<file path="src/rtl/ram_access_ctrl.sv">
// ram_access_ctrl: one-at-a-time byte request sequencer in front of the 4x8 bit-cell RAM.
// Sweeps the array to zero after reset and on demand. Drives registered RAM controls and
// holds the completed response until it is consumed.
module ram_access_ctrl #(
  parameter int unsigned ADDR_W   = 2,
  parameter int unsigned DATA_W   = 8,
  parameter int unsigned READ_LAT = 1
) (
  input  logic              clk,
  input  logic              rst_n,
  input  logic              req_valid,
  output logic              req_ready,
  input  logic              req_we,
  input  logic [ADDR_W-1:0] req_addr,
  input  logic [DATA_W-1:0] req_wdata,
  input  logic              clr_req,
  output logic              rsp_valid,
  input  logic              rsp_ready,
  output logic              rsp_we,
  output logic [DATA_W-1:0] rsp_rdata,
  output logic              busy,
  output logic              mem_en,
  output logic              mem_rw,
  output logic [ADDR_W-1:0] mem_addr,
  output logic [DATA_W-1:0] mem_wdata,
  input  logic [DATA_W-1:0] mem_rdata
);

  localparam int unsigned DEPTH = 2 ** ADDR_W;
  localparam int unsigned LAT_W = (READ_LAT > 1) ? $clog2(READ_LAT) : 1;

  localparam logic [2:0] S_CLEAR = 3'd0;
  localparam logic [2:0] S_IDLE  = 3'd1;
  localparam logic [2:0] S_WRITE = 3'd2;
  localparam logic [2:0] S_READ  = 3'd3;
  localparam logic [2:0] S_RESP  = 3'd4;

  localparam logic [ADDR_W-1:0] LAST_ADDR = ADDR_W'(DEPTH - 1);
  localparam logic [LAT_W-1:0]  LAST_LAT  = LAT_W'(READ_LAT - 1);

  logic [2:0]        r_state;
  logic [ADDR_W-1:0] r_cnt;
  logic [LAT_W-1:0]  r_lat;
  logic              r_mem_en;
  logic              r_mem_rw;
  logic [ADDR_W-1:0] r_mem_addr;
  logic [DATA_W-1:0] r_mem_wdata;
  logic              r_rsp_valid;
  logic              r_rsp_we;
  logic [DATA_W-1:0] r_rsp_rdata;
  logic              r_busy;

  logic [2:0]        w_state_nxt;
  logic [ADDR_W-1:0] w_cnt_nxt;
  logic [LAT_W-1:0]  w_lat_nxt;
  logic              w_mem_en_nxt;
  logic              w_mem_rw_nxt;
  logic [ADDR_W-1:0] w_mem_addr_nxt;
  logic [DATA_W-1:0] w_mem_wdata_nxt;
  logic              w_rsp_valid_nxt;
  logic              w_rsp_we_nxt;
  logic [DATA_W-1:0] w_rsp_rdata_nxt;
  logic              w_busy_nxt;

  assign req_ready = (r_state == S_IDLE) & ~clr_req;
  assign rsp_valid = r_rsp_valid;
  assign rsp_we    = r_rsp_we;
  assign rsp_rdata = r_rsp_rdata;
  assign busy      = r_busy;
  assign mem_en    = r_mem_en;
  assign mem_rw    = r_mem_rw;
  assign mem_addr  = r_mem_addr;
  assign mem_wdata = r_mem_wdata;

  // State and registered-output update; reset parks in CLEAR with everything low
  always_ff @(posedge clk or negedge rst_n) begin
    if (!rst_n) begin
      r_state     <= S_CLEAR;
      r_cnt       <= '0;
      r_lat       <= '0;
      r_mem_en    <= 1'b0;
      r_mem_rw    <= 1'b0;
      r_mem_addr  <= '0;
      r_mem_wdata <= '0;
      r_rsp_valid <= 1'b0;
      r_rsp_we    <= 1'b0;
      r_rsp_rdata <= '0;
      r_busy      <= 1'b0;
    end else begin
      r_state     <= w_state_nxt;
      r_cnt       <= w_cnt_nxt;
      r_lat       <= w_lat_nxt;
      r_mem_en    <= w_mem_en_nxt;
      r_mem_rw    <= w_mem_rw_nxt;
      r_mem_addr  <= w_mem_addr_nxt;
      r_mem_wdata <= w_mem_wdata_nxt;
      r_rsp_valid <= w_rsp_valid_nxt;
      r_rsp_we    <= w_rsp_we_nxt;
      r_rsp_rdata <= w_rsp_rdata_nxt;
      r_busy      <= w_busy_nxt;
    end
  end

  // Next state and next registered outputs; RAM controls idle low unless a state drives them
  always_comb begin
    w_state_nxt     = r_state;
    w_cnt_nxt       = r_cnt;
    w_lat_nxt       = r_lat;
    w_mem_en_nxt    = 1'b0;
    w_mem_rw_nxt    = 1'b0;
    w_mem_addr_nxt  = '0;
    w_mem_wdata_nxt = '0;
    w_rsp_valid_nxt = r_rsp_valid;
    w_rsp_we_nxt    = r_rsp_we;
    w_rsp_rdata_nxt = r_rsp_rdata;
    w_busy_nxt      = 1'b0;

    case (r_state)
      S_CLEAR: begin
        // Sweep ends the edge after the last address was driven
        if (r_mem_en && (r_mem_addr == LAST_ADDR)) begin
          w_state_nxt = S_IDLE;
          w_cnt_nxt   = '0;
        end else begin
          w_mem_en_nxt   = 1'b1;
          w_mem_rw_nxt   = 1'b1;
          w_mem_addr_nxt = r_cnt;
          w_busy_nxt     = 1'b1;
          if (r_cnt != LAST_ADDR) begin
            w_cnt_nxt = r_cnt + ADDR_W'(1);
          end
        end
      end

      S_IDLE: begin
        if (clr_req) begin
          w_state_nxt = S_CLEAR;
          w_cnt_nxt   = '0;
        end else if (req_valid) begin
          w_mem_en_nxt    = 1'b1;
          w_mem_rw_nxt    = req_we;
          w_mem_addr_nxt  = req_addr;
          w_mem_wdata_nxt = req_we ? req_wdata : '0;
          w_lat_nxt       = '0;
          w_state_nxt     = req_we ? S_WRITE : S_READ;
        end
      end

      S_WRITE: begin
        w_rsp_valid_nxt = 1'b1;
        w_rsp_we_nxt    = 1'b1;
        w_rsp_rdata_nxt = '0;
        w_state_nxt     = S_RESP;
      end

      S_READ: begin
        if (r_lat == LAST_LAT) begin
          w_rsp_valid_nxt = 1'b1;
          w_rsp_we_nxt    = 1'b0;
          w_rsp_rdata_nxt = mem_rdata;
          w_state_nxt     = S_RESP;
        end else begin
          w_mem_en_nxt   = 1'b1;
          w_mem_addr_nxt = r_mem_addr;
          w_lat_nxt      = r_lat + LAT_W'(1);
        end
      end

      S_RESP: begin
        if (rsp_ready) begin
          w_rsp_valid_nxt = 1'b0;
          w_state_nxt     = S_IDLE;
        end
      end

      default: begin
        w_state_nxt = S_CLEAR;
        w_cnt_nxt   = '0;
      end
    endcase
  end

endmodule
</file>
<file path="config.mk">
export PLATFORM = sky130hd
export DESIGN_NAME = ram_access_ctrl
export DESIGN_NICKNAME = d
export VERILOG_FILES = /design/src/rtl/ram_access_ctrl.sv
export SDC_FILE = /design/constraint.sdc
export NUM_CORES = 1
export LEC_CHECK = 0
export CORE_ASPECT_RATIO = 1.25
export CORE_MARGIN = 4
export CORE_UTILIZATION = 37
export CTS_CLUSTER_SIZE = 16
export DETAILED_ROUTE_END_ITERATION = 10
export PLACE_DENSITY = 0.75
export SETUP_SLACK_MARGIN = 0.4
export SLEW_MARGIN = 20
export SYNTH_ARGS = -nofsm -noshare
export SYNTH_HDL_FRONTEND = slang
export SYNTH_SLANG_ARGS = --single-unit
</file>
<file path="constraint.sdc">
create_clock -name clk -period 1.3 [get_ports clk]
set_input_delay 0.13 -clock clk [delete_from_list [all_inputs] [get_ports clk]]
set_output_delay 0.13 -clock clk [all_outputs]
set_load 0.01 [all_outputs]
</file>
==> flow_metrics.py <==
metrics = {
    "logic_synthesis": {
        "netlist_area_um2": 1090,
        "synth-simple-area-share": 0.194,
        "syn_area_per_cell_um2": 10.9,
        "synthCells": 100,
        "synthTopCellsByArea": "dfrtp_1 64%, nand2_1 6.9%, and2_1 5.2%",
        "syn_nets": 125,
        "synth_top_area_share": 0.643,
        "synth_top_area_cell": "dfrtp_1",
        "synth_adder_area_share": 0.0115,
        "synth-xor-area-share": 0,
        "synthMuxAreaShare": 0,
        "synth-seq-cells": 28,
        "yosysSeqAreaShare": 0.643,
        "synth.distinct_cells": 23,
        "synth_top_family_by_area": "simple AND/OR/NAND/NOR gates",
        "yosysWarnings": 0,
        "synth-compound-area-share": 0.110,
    },
    "clocking": {
        "clkTransAtPathRegs_ns": 0.15,
        "cts_root_buffer": "clkbuf_4",
        "cts_tree": "yes",
        "cts_made_buffers": 3,
        "cts_num_sinks": 28,
        "cts_hold_buffers": 0,
        "clock_latency_ns": 0.33,
        "clock_path_buffers": 2,
        "htreeDepth": 1,
    },
    "cells_and_area": {
        "diodes": 0,
        "area_growth_pct": 75.5,
        "fin_cells": 210,
        "final_area_um2": 1910,
        "final.fill_count": 211,
        "multiInputGateArea_um2": 459,
        "drive_gt1_frac": 0.477,
        "seq_area_um2": 702,
        "finish.net_count": 202,
    },
    "placed_design": {
        "placed_area_um2": 1640,
        "gp_congestion": 0.818,
        "placedCellCount": 184,
        "numPortBuffers": 47,
        "dp_hpwl_um": 1830,
        "pre_cts_slack_ns": -0.404,
    },
    "global_routing": {
        "grt_first_pass_wirelength_um": 4820,
        "grt_max_degree": 29,
        "grt_usage": 0.166,
        "grt_pass1_vias": 1042,
        "antenna_found_initial": 0,
        "overflow": 0,
    },
    "route": {
        "dr.pass1.iters": 4,
        "dr_total_vias": 1034,
        "antenna_left": 0,
        "drc_errors": 0,
        "drt-initial-drc-count": 25,
        "vias_per_cell": 4.92,
        "wire_per_inst_um": 14.8,
        "postRouteWirelength_um": 3120,
    },
    "die": {
        "die_h_um": 68.7,
        "initial_utilization": 0.395,
        "die_w_um": 56.5,
        "boundaryPins": 48,
        "dieArea_um2": 3880,
        "core_area_um2": 2760,
        "rows": 21,
    },
    "sta": {
        "finClkSkew_ns": 0.00295,
        "setup_viol": 4,
        "maxSlewViolCount": 0,
        "setup_tns_ns": -0.246,
        "finalHoldViolCount": 0,
        "period_needed_ns": 1.41,
        "tightest_slew_ns": 0.343,
        "fmax_mhz": 710,
        "rsz0062_at_grt": "true",
        "setup_ws_ns": -0.109,
        "fin_crit_sh": 1.08,
        "maxSlewHeadroom": 0.771,
    },
    "worst_setup_path": {
        "crit_chain": "buf_4 -> buf_6 -> nor2_4 -> and3_4 -> a22o_1 -> a32o_2",
        "slowest_stage": "dfrtp_1",
        "startpoint": "r_state[2]",
        "r2r_start": "r_state[2]",
        "end_kind": "register",
        "r2r_end": "r_cnt[1]",
        "critPathRequiredTime_ns": 1.54,
        "max_stage_delay_ns": 0.44,
        "crit_path_start_kind": "register",
        "path_max_fanout": 4,
        "critPathKind": "register to register",
        "reg2regPathDepth": 6,
        "critPathArrivalTime_ns": 1.65,
        "rrSetupSlack_ns": -0.11,
    },
    "run": {
        "max_cap_violations": 0,
    },
    "hold_path": {
        "hp-class": "input port to asynchronous set/reset pin",
    },
    "run_status": {
        "violations": "setup timing",
        "outcome": "finished with violations",
    },
    "pwr": {
        "irDropWorstVdd_mv": 1.24,
        "p_leak_uw": 0.000956,
        "p_per_area_nw_per_um2": 2000,
    },
}
==> Yosys cell counts, drive strengths merged <==
library cell,instances
inv,4
nand3,2
clkbuf,1
a22o,3
nor4,1
buf,4
dfrtp,28
ha,1
nor3b,1
a32o,1
o22ai,1
a21oi,1
or2,2
o21ai,13
and2,9
and3,2
nor2,3
nand3b,1
a21o,1
nand2,20
nand2b,1
==> sequential cells by signal (all words and copies together), names as in the netlist <==
name	cells
r_cnt	2
busy	1
mem_en	1
mem_rw	1
rsp_valid	1
rsp_rdata	8
mem_addr	2
r_state	3
rsp_we	1
mem_wdata	8
==> metal layers <==
| layer | track usage | up-vias | routed length, µm |
|---|---|---|---|
| met1 | 0.186 | 497 | 1090 |
| met2 | 0.305 | 45 | 1740 |
| met4 | 0.0712 | 0 | 53 |
| li1 | - | 484 | - |
| met5 | 0 | - | 0 |
| met3 | 0.0354 | 8 | 231 |
==> layout by cell type, fill, tap and decap left out, types with 2 or more instances in the layout <==
cell type,instances
and2_1,7
and3_4,3
a22o_1,3
buf_6,17
dfrtp_1,27
buf_2,20
nand2_4,2
buf_4,16
clkdlybuf4s50_1,23
o21ai_2,4
nand3_1,2
o21ai_0,3
nand2_2,7
or2_1,2
clkbuf_4,3
o21ai_1,6
nor2_4,2
nand2_1,11
and2_4,2
inv_1,3
==> power breakdown <==
| group | leakage, µW | internal (µW) | switching, µW |
|---|---|---|---|
| Clock | 0.0000279 | 312 | 257 |
| Combinational | 0.000564 | 1070 | 857 |
| Sequential | 0.000364 | 1160 | 173 |
==> worst max-delay path, delay by kind of cell, from the launching register on <==
family,cells,cell delay [ns]
and+or+nand+nor,2,0.19
DFF,1,0.44
AOI/OAI and AO/OA,2,0.44
buffers and inverters,2,0.25
==> logic make-up after synthesis <==
group / after synthesis
DFF: 28
buffers and inverters: 9
and+or+nand+nor: 42
adders and majority gates: 1
AOI/OAI and AO/OA: 20
==> worst max path at each step <==
stage,end,slack (ns)
2_1_floorplan,r_cnt[1],0.008
3_3_place_gp,req_ready,-0.35
3_5_place_dp,req_ready,-0.40
4_1_cts,req_ready,-0.09
5_1_grt,req_ready,-0.16
6_report,r_cnt[1],-0.11
==> per-stage QoR <==
step	utilization	hold WS (ns)	power [µW]
after floorplan	-	-0.166	2030
after global placement	0.595	0.466	2740
after detailed placement	0.595	0.477	2790
after CTS	0.640	0.159	3430
after global routing	0.693	0.168	4100
final	0.693	0.148	3830
==> layout make-up <==
class                      count  area share
timing repair buffer          76       0.336
tap                           34      0.0222
clock inverter                 1      0.0157
clock buffer                   3      0.0118
sequential                    28       0.367
inverter                       4     0.00785
multi-input combinational     64       0.240
==> timing repair <==
item | CTS | global route
endpoints found under the setup margin | 52 | 52
gates cloned | 4 | 0
resized for setup | 129 | 19
buffers inserted | 8 | 10
pin swaps | 15 | 14
No activity file was read; power rests on OpenSTA's default activity.
==> RTL edit 1: new RTL, same settings <==
`DATA_W`: 8 -> 10.
--- a/src/rtl/ram_access_ctrl.sv
+++ b/src/rtl/ram_access_ctrl.sv
@@ -5,3 +5,3 @@
   parameter int unsigned ADDR_W   = 2,
-  parameter int unsigned DATA_W   = 8,
+  parameter int unsigned DATA_W   = 10,
   parameter int unsigned READ_LAT = 1
Ports: changed (resized mem_rdata, mem_wdata, req_wdata and rsp_rdata); port bits go from 48 to 56. No check against the original RTL was run, so the function may have changed too.
==> RTL edit 1 against the original RTL <==
  * Sequential cell count up 4
  * The flow still finishes with violations (negative setup slack)
  * Die area up 13%
  * Power up 13%
  * Worst hold slack better by 0.061 ns
  * Sequential power up 9%
  * Synthesized area up 15%
  * Routed wire length up 19%
  * Largest power group unchanged
  * Setup slack better by 0.099 ns
  * Highest routed layer unchanged
  * Cell area up 24%
==> RTL edit 1: results (changes against the original RTL) <==
Timing
  – Normalized max-slew margin: 80.7% (+3.6 points)
  – Min setup slack post-route: -0.0105 ns (+0.0986 ns)
  – # setup viols final: 5 (+1)
  – TNS Setup: -0.0253 ns (+0.220 ns)

Pwr
  – Static Leak: 1.17 nW (+22%)
  – Peak supply drop: 1.76 mV (+42%)

Setup path
  – CP top delay family: simple AND/OR/NAND/NOR gates
  – Reg2reg path depth: 4 (-2)
  – Reg2reg end: mem_wdata[3]
  – Worst R2R Start: r_state[1]
  – Crit path DAT: 1.53 ns (-0.12 ns)

Detailed routing
  – Met2 WL: 2.14 mm (+23%)
  – Met1 wire length: 1.28 mm (+17%)
  – Drt first-iter violations: 23 (-8.0%)
  – First-pass DRT Iterations: 4 (unchanged)
  – Met3 WL: 246 um (+6.5%)
  – Via/cell ratio: 4.80 (-2.5%)

GRT
  – Initial antenna violation count: 0 (unchanged)
  – Met2 Use GR: 32.3% (+1.8 points)
  – Global-route wire length before repair: 5.85 mm (+21%)
  – Vias in the first global route: 1,241 (+19%)
  – GRT met3 Usage: 6.37% (+2.8 points)
  – Grt ovf: 0 (unchanged)
  – Total track usage: 18.2% (+1.6 points)
  – Met1 Use GR: 19.4% (+0.78 points)

Synth
  – Mean Syn Cell Area: 11.2 um^2 (+3.2%)
  – Synth cell count leaders: dfrtp_1, nand2_1, o21ai_0
  – Ranking of synthesized cells by area: dfrtp_1, nand2_1, and2_1
  – Sequential area share after synthesis: 64.1% (-0.17 points)
  – Yosys cell types: 25 (+8.7%)

Placed design
  – HPWL Detailed: 2.26 mm (+24%)
  – Placed inst area: 1930 um^2 (+17%)
  – Pre-CTS setup slack: -0.231 ns (+0.172 ns)
  – PortBufs: 55 (+17%)
  – DP Cell Count: 208 (+13%)
  – Gpl congestion: 0.754 (-7.8%)

Clock network
  – Clock Latency Late Sink: 0.28 ns (-0.05 ns)
  – Root Buffer: clkbuf_8
  – CTS buffer count: 5 (+2)
  – Clk pin slew, worst setup/hold paths: 0.07 ns (-0.08 ns)
  – H-tree depth: 2 (+1)

Layout
  – Share of cells above drive strength 1: 54.8% (+7.0 points)
  – Final cell count without fillers: 236 (+12%)
  – Nets: 227 (+12%)

Status
  – Failing checks: negative setup slack
  – Outcome: complete, but fails checks
==> RTL edit 1: cell count changes in the layout (fill, tap and decap cells not counted), moves of 5 or more <==
cell      unedited run  this run
and2_4               2         7
buf_4               16        21
clkbuf_8             0         5
nand2_4              2         7
o21ai_1              6         1
==> RTL edit 1: timing repair <==
| item | in CTS | in global routing |
|---|---|---|
| hold buffers | 0 | 0 |
| endpoints found under the hold margin | 0 | 0 |
| endpoints found under the setup margin | 60 | 60 |
| cloned | 4 | 0 |
| resized for setup | 161 | 24 |
| pin swaps | 14 | 12 |
| buffers inserted | 8 | 8 |
==> RTL edit 1: report_power, final <==
group	internal, mW	switching, mW
clock	0.566	0.372
combinational	1.10	0.861
sequential	1.26	0.184
==> RTL edit 1: cells by family (layout without fill, tap and decap cells) <==
group / count (synthesis) / count (layout) / synth area share, %
adders and majority gates: 1 / 1 / 1.00
AOI/OAI and AO/OA: 20 / 20 / 10.0
buffers and inverters: 8 / 96 / 4.01
DFF: 32 / 32 / 64.1
and+or+nand+nor: 50 / 50 / 20.8
==> RTL edit 1: how the worst max path moves through the flow <==
stage | from | endpoint | slack, ns | cells past startpoint
2_1_floorplan | r_state[2] | r_cnt[1] | 0.04 | 4
3_3_place_gp | clr_req | req_ready | -0.18 | 4
3_5_place_dp | clr_req | req_ready | -0.23 | 4
4_1_cts | r_state[0] | mem_wdata[0] | -0.02 | 5
5_1_grt | r_state[0] | mem_wdata[3] | -0.08 | 5
6_report | r_state[1] | mem_wdata[3] | -0.01 | 4
==> RTL edit 1: area by class of cell <==
type,instances,area (um^2)
Clock inverter,3,42.5
Sequential cell,32,802
Timing Repair Buffer,87,817
Fill cell,221,858
Tap cell,37,46.3
Inverter,1,3.75
Multi-Input combinational cell,71,584
Clock buffer,5,68.8
==> RTL edit 2: new RTL, same settings <==
Without the edit above. Reset style: synchronous (`rst_n`), changed in one clocked block.
--- a/src/rtl/ram_access_ctrl.sv
+++ b/src/rtl/ram_access_ctrl.sv
@@ -75,3 +75,3 @@
   // State and registered-output update; reset parks in CLEAR with everything low
-  always_ff @(posedge clk or negedge rst_n) begin
+  always_ff @(posedge clk) begin
     if (!rst_n) begin
Behaviour: differs if rst_n is asserted again (counterexample within 4 cycles, from zero or initial values and one cycle with rst_n low); with rst_n held inactive, the same outputs for 10 cycles.
==> RTL edit 2 against the original RTL <==
  * Cell area shrank 5.5%
  * Routed wire length shrank 3.8%
  * Sequential cell count is the same
  * Setup slack gained 0.14 ns
  * Final cell count shrank 2.4%
  * Clock skew shrank 0.0010 ns
  * Synthesized area shrank 2.6%
  * First-iteration DRC count grew 48%
  * Critical path type is now reg -> out
Power is not compared: it rests on default switching activity, and its combinational part moved more than twofold at a synthesized area within 25%.
==> RTL edit 2: results (changes against the original RTL) <==
Detailed routing
  – Routed WL: 3.00 mm (-3.8%)
  – Drt first-iter violations: 37 (+48%)
  – Vias post-DR: 1,019 (-1.5%)

Synth
  – Ranking of synthesized cells by area: dfxtp_1, and3_1, nand2_1
  – Post-synthesis adder-cell area fraction: 1.18% (+0.031 points)
  – Compound-gate portion of the synthesized area: 16.5% (+5.5 points)
  – Post-synthesis async set-or-reset flop share: 0% (-100 points)
  – Synth cell count leaders: dfxtp_1, nand2_1, and3_1
  – Net Count, Synth: 134 (+7.2%)
  – Yosys cell types: 29 (+26%)

Placed design
  – HPWL Detailed: 2.11 mm (+16%)
  – Gpl congestion: 0.714 (-13%)
  – Placed inst area: 1640 um^2 (-0.23%)

Layout
  – Share of cells above drive strength 1: 45.0% (-2.7 points)
  – FILL cells: 217 (+2.8%)

Min path
  – Worst hold-check path type: in -> reg
  – Hold Crit Start: mem_rdata[3]

Timing
  – Tightest Pin Transition: 0.270 ns (-0.0737 ns)
  – Final Skew: 0.00193 ns (-0.00102 ns)

GRT
  – Initial antenna violation count: 0 (unchanged)
  – Total track usage: 17.5% (+0.94 points)
  – Largest net degree at the start of global routing: 28 (-3.4%)

Setup path
  – Worst R2R Start: r_state[2]
  – Crit path DAT: 1.14 ns (-0.51 ns)
  – CP max stage cell: dfxtp_2
  – Max FO, Critical Path: 2 (-2)

Job
  – Max cap viols: 0 (unchanged)

Status
  – Outcome: finished, final reports clean
## RTL edit 2: changes by cell type after synthesis, sizes merged, moves of 3 or more
cell    delta
a21boi     +8
a22o       -3
and2       -9
and3       +8
dfrtp     -28
dfxtp     +28
nand2      -7
nand3      +7
o21ai     -11
## RTL edit 2: tightest hold or removal path, stage by stage
cell,delay (ns)
clkdlybuf4s50_1,0.40
nand3_1,0.08
a21boi_1,0.06
## RTL edit 2: stage by stage
step           setup WS (ns)  hold WS (ns)  std cells
3_5_place_dp          -0.309         0.445        193
3_3_place_gp          -0.296         0.438        193
6_report              0.0299         0.366        205
5_1_grt              -0.0770         0.351        205
2_1_floorplan         0.0470         0.240        109
4_1_cts               0.0198         0.357        204
## RTL edit 2: power groups by stage
stage	clock network [mW]	logic, mW	registers (mW)
after floorplan	0	0.0799	0.931
after global placement	0	0.219	0.927
after detailed placement	0	0.224	0.928
after CTS	0.434	0.228	0.911
after global routing	0.462	0.253	0.917
final	0.416	0.231	0.911
## RTL edit 2: layout make-up
class,instances,area [um^2],share of cell area [%]
Multi-Input combinational cell,71,510,28.2
Clock buffer,4,36.3,2.01
Tap cell,34,42.5,2.35
Inverter,4,23.8,1.31
Sequential cell,28,589,32.6
Timing Repair Buffer,64,606,33.5
## RTL edit 2: layer usage
metal	track usage (%)	wire length, um	up-vias
met5	0	0	-
met4	8.01	65	0
met3	3.77	137	4
met2	30.9	1540	33
met1	20.6	1250	468
li1	-	-	514
## RTL edit 2: kinds of logic after synthesis
kind of cell / count (synthesis)
AOI/OAI and AO/OA: 24
buffers and inverters: 11
DFF: 28
adders and majority gates: 1
and+or+nand+nor: 45
## RTL edit 2: final timing paths
path	endpoint	cells past startpoint	slack [ns]
setup / recovery	req_ready	2	0.03
hold / removal	rsp_rdata[3]	3	0.37
setup reg to reg	r_cnt[0]	5	0.07
hold reg to reg	rsp_rdata[3]	2	0.47
## RTL edit 2: timing repair
action                     4_1_cts  5_1_grt
gates cloned                     2        0
pin swaps                        2        1
setup endpoints to repair       52       52
gates resized for setup        147        6
buffers inserted                 5        1
hold endpoints to repair         0        0
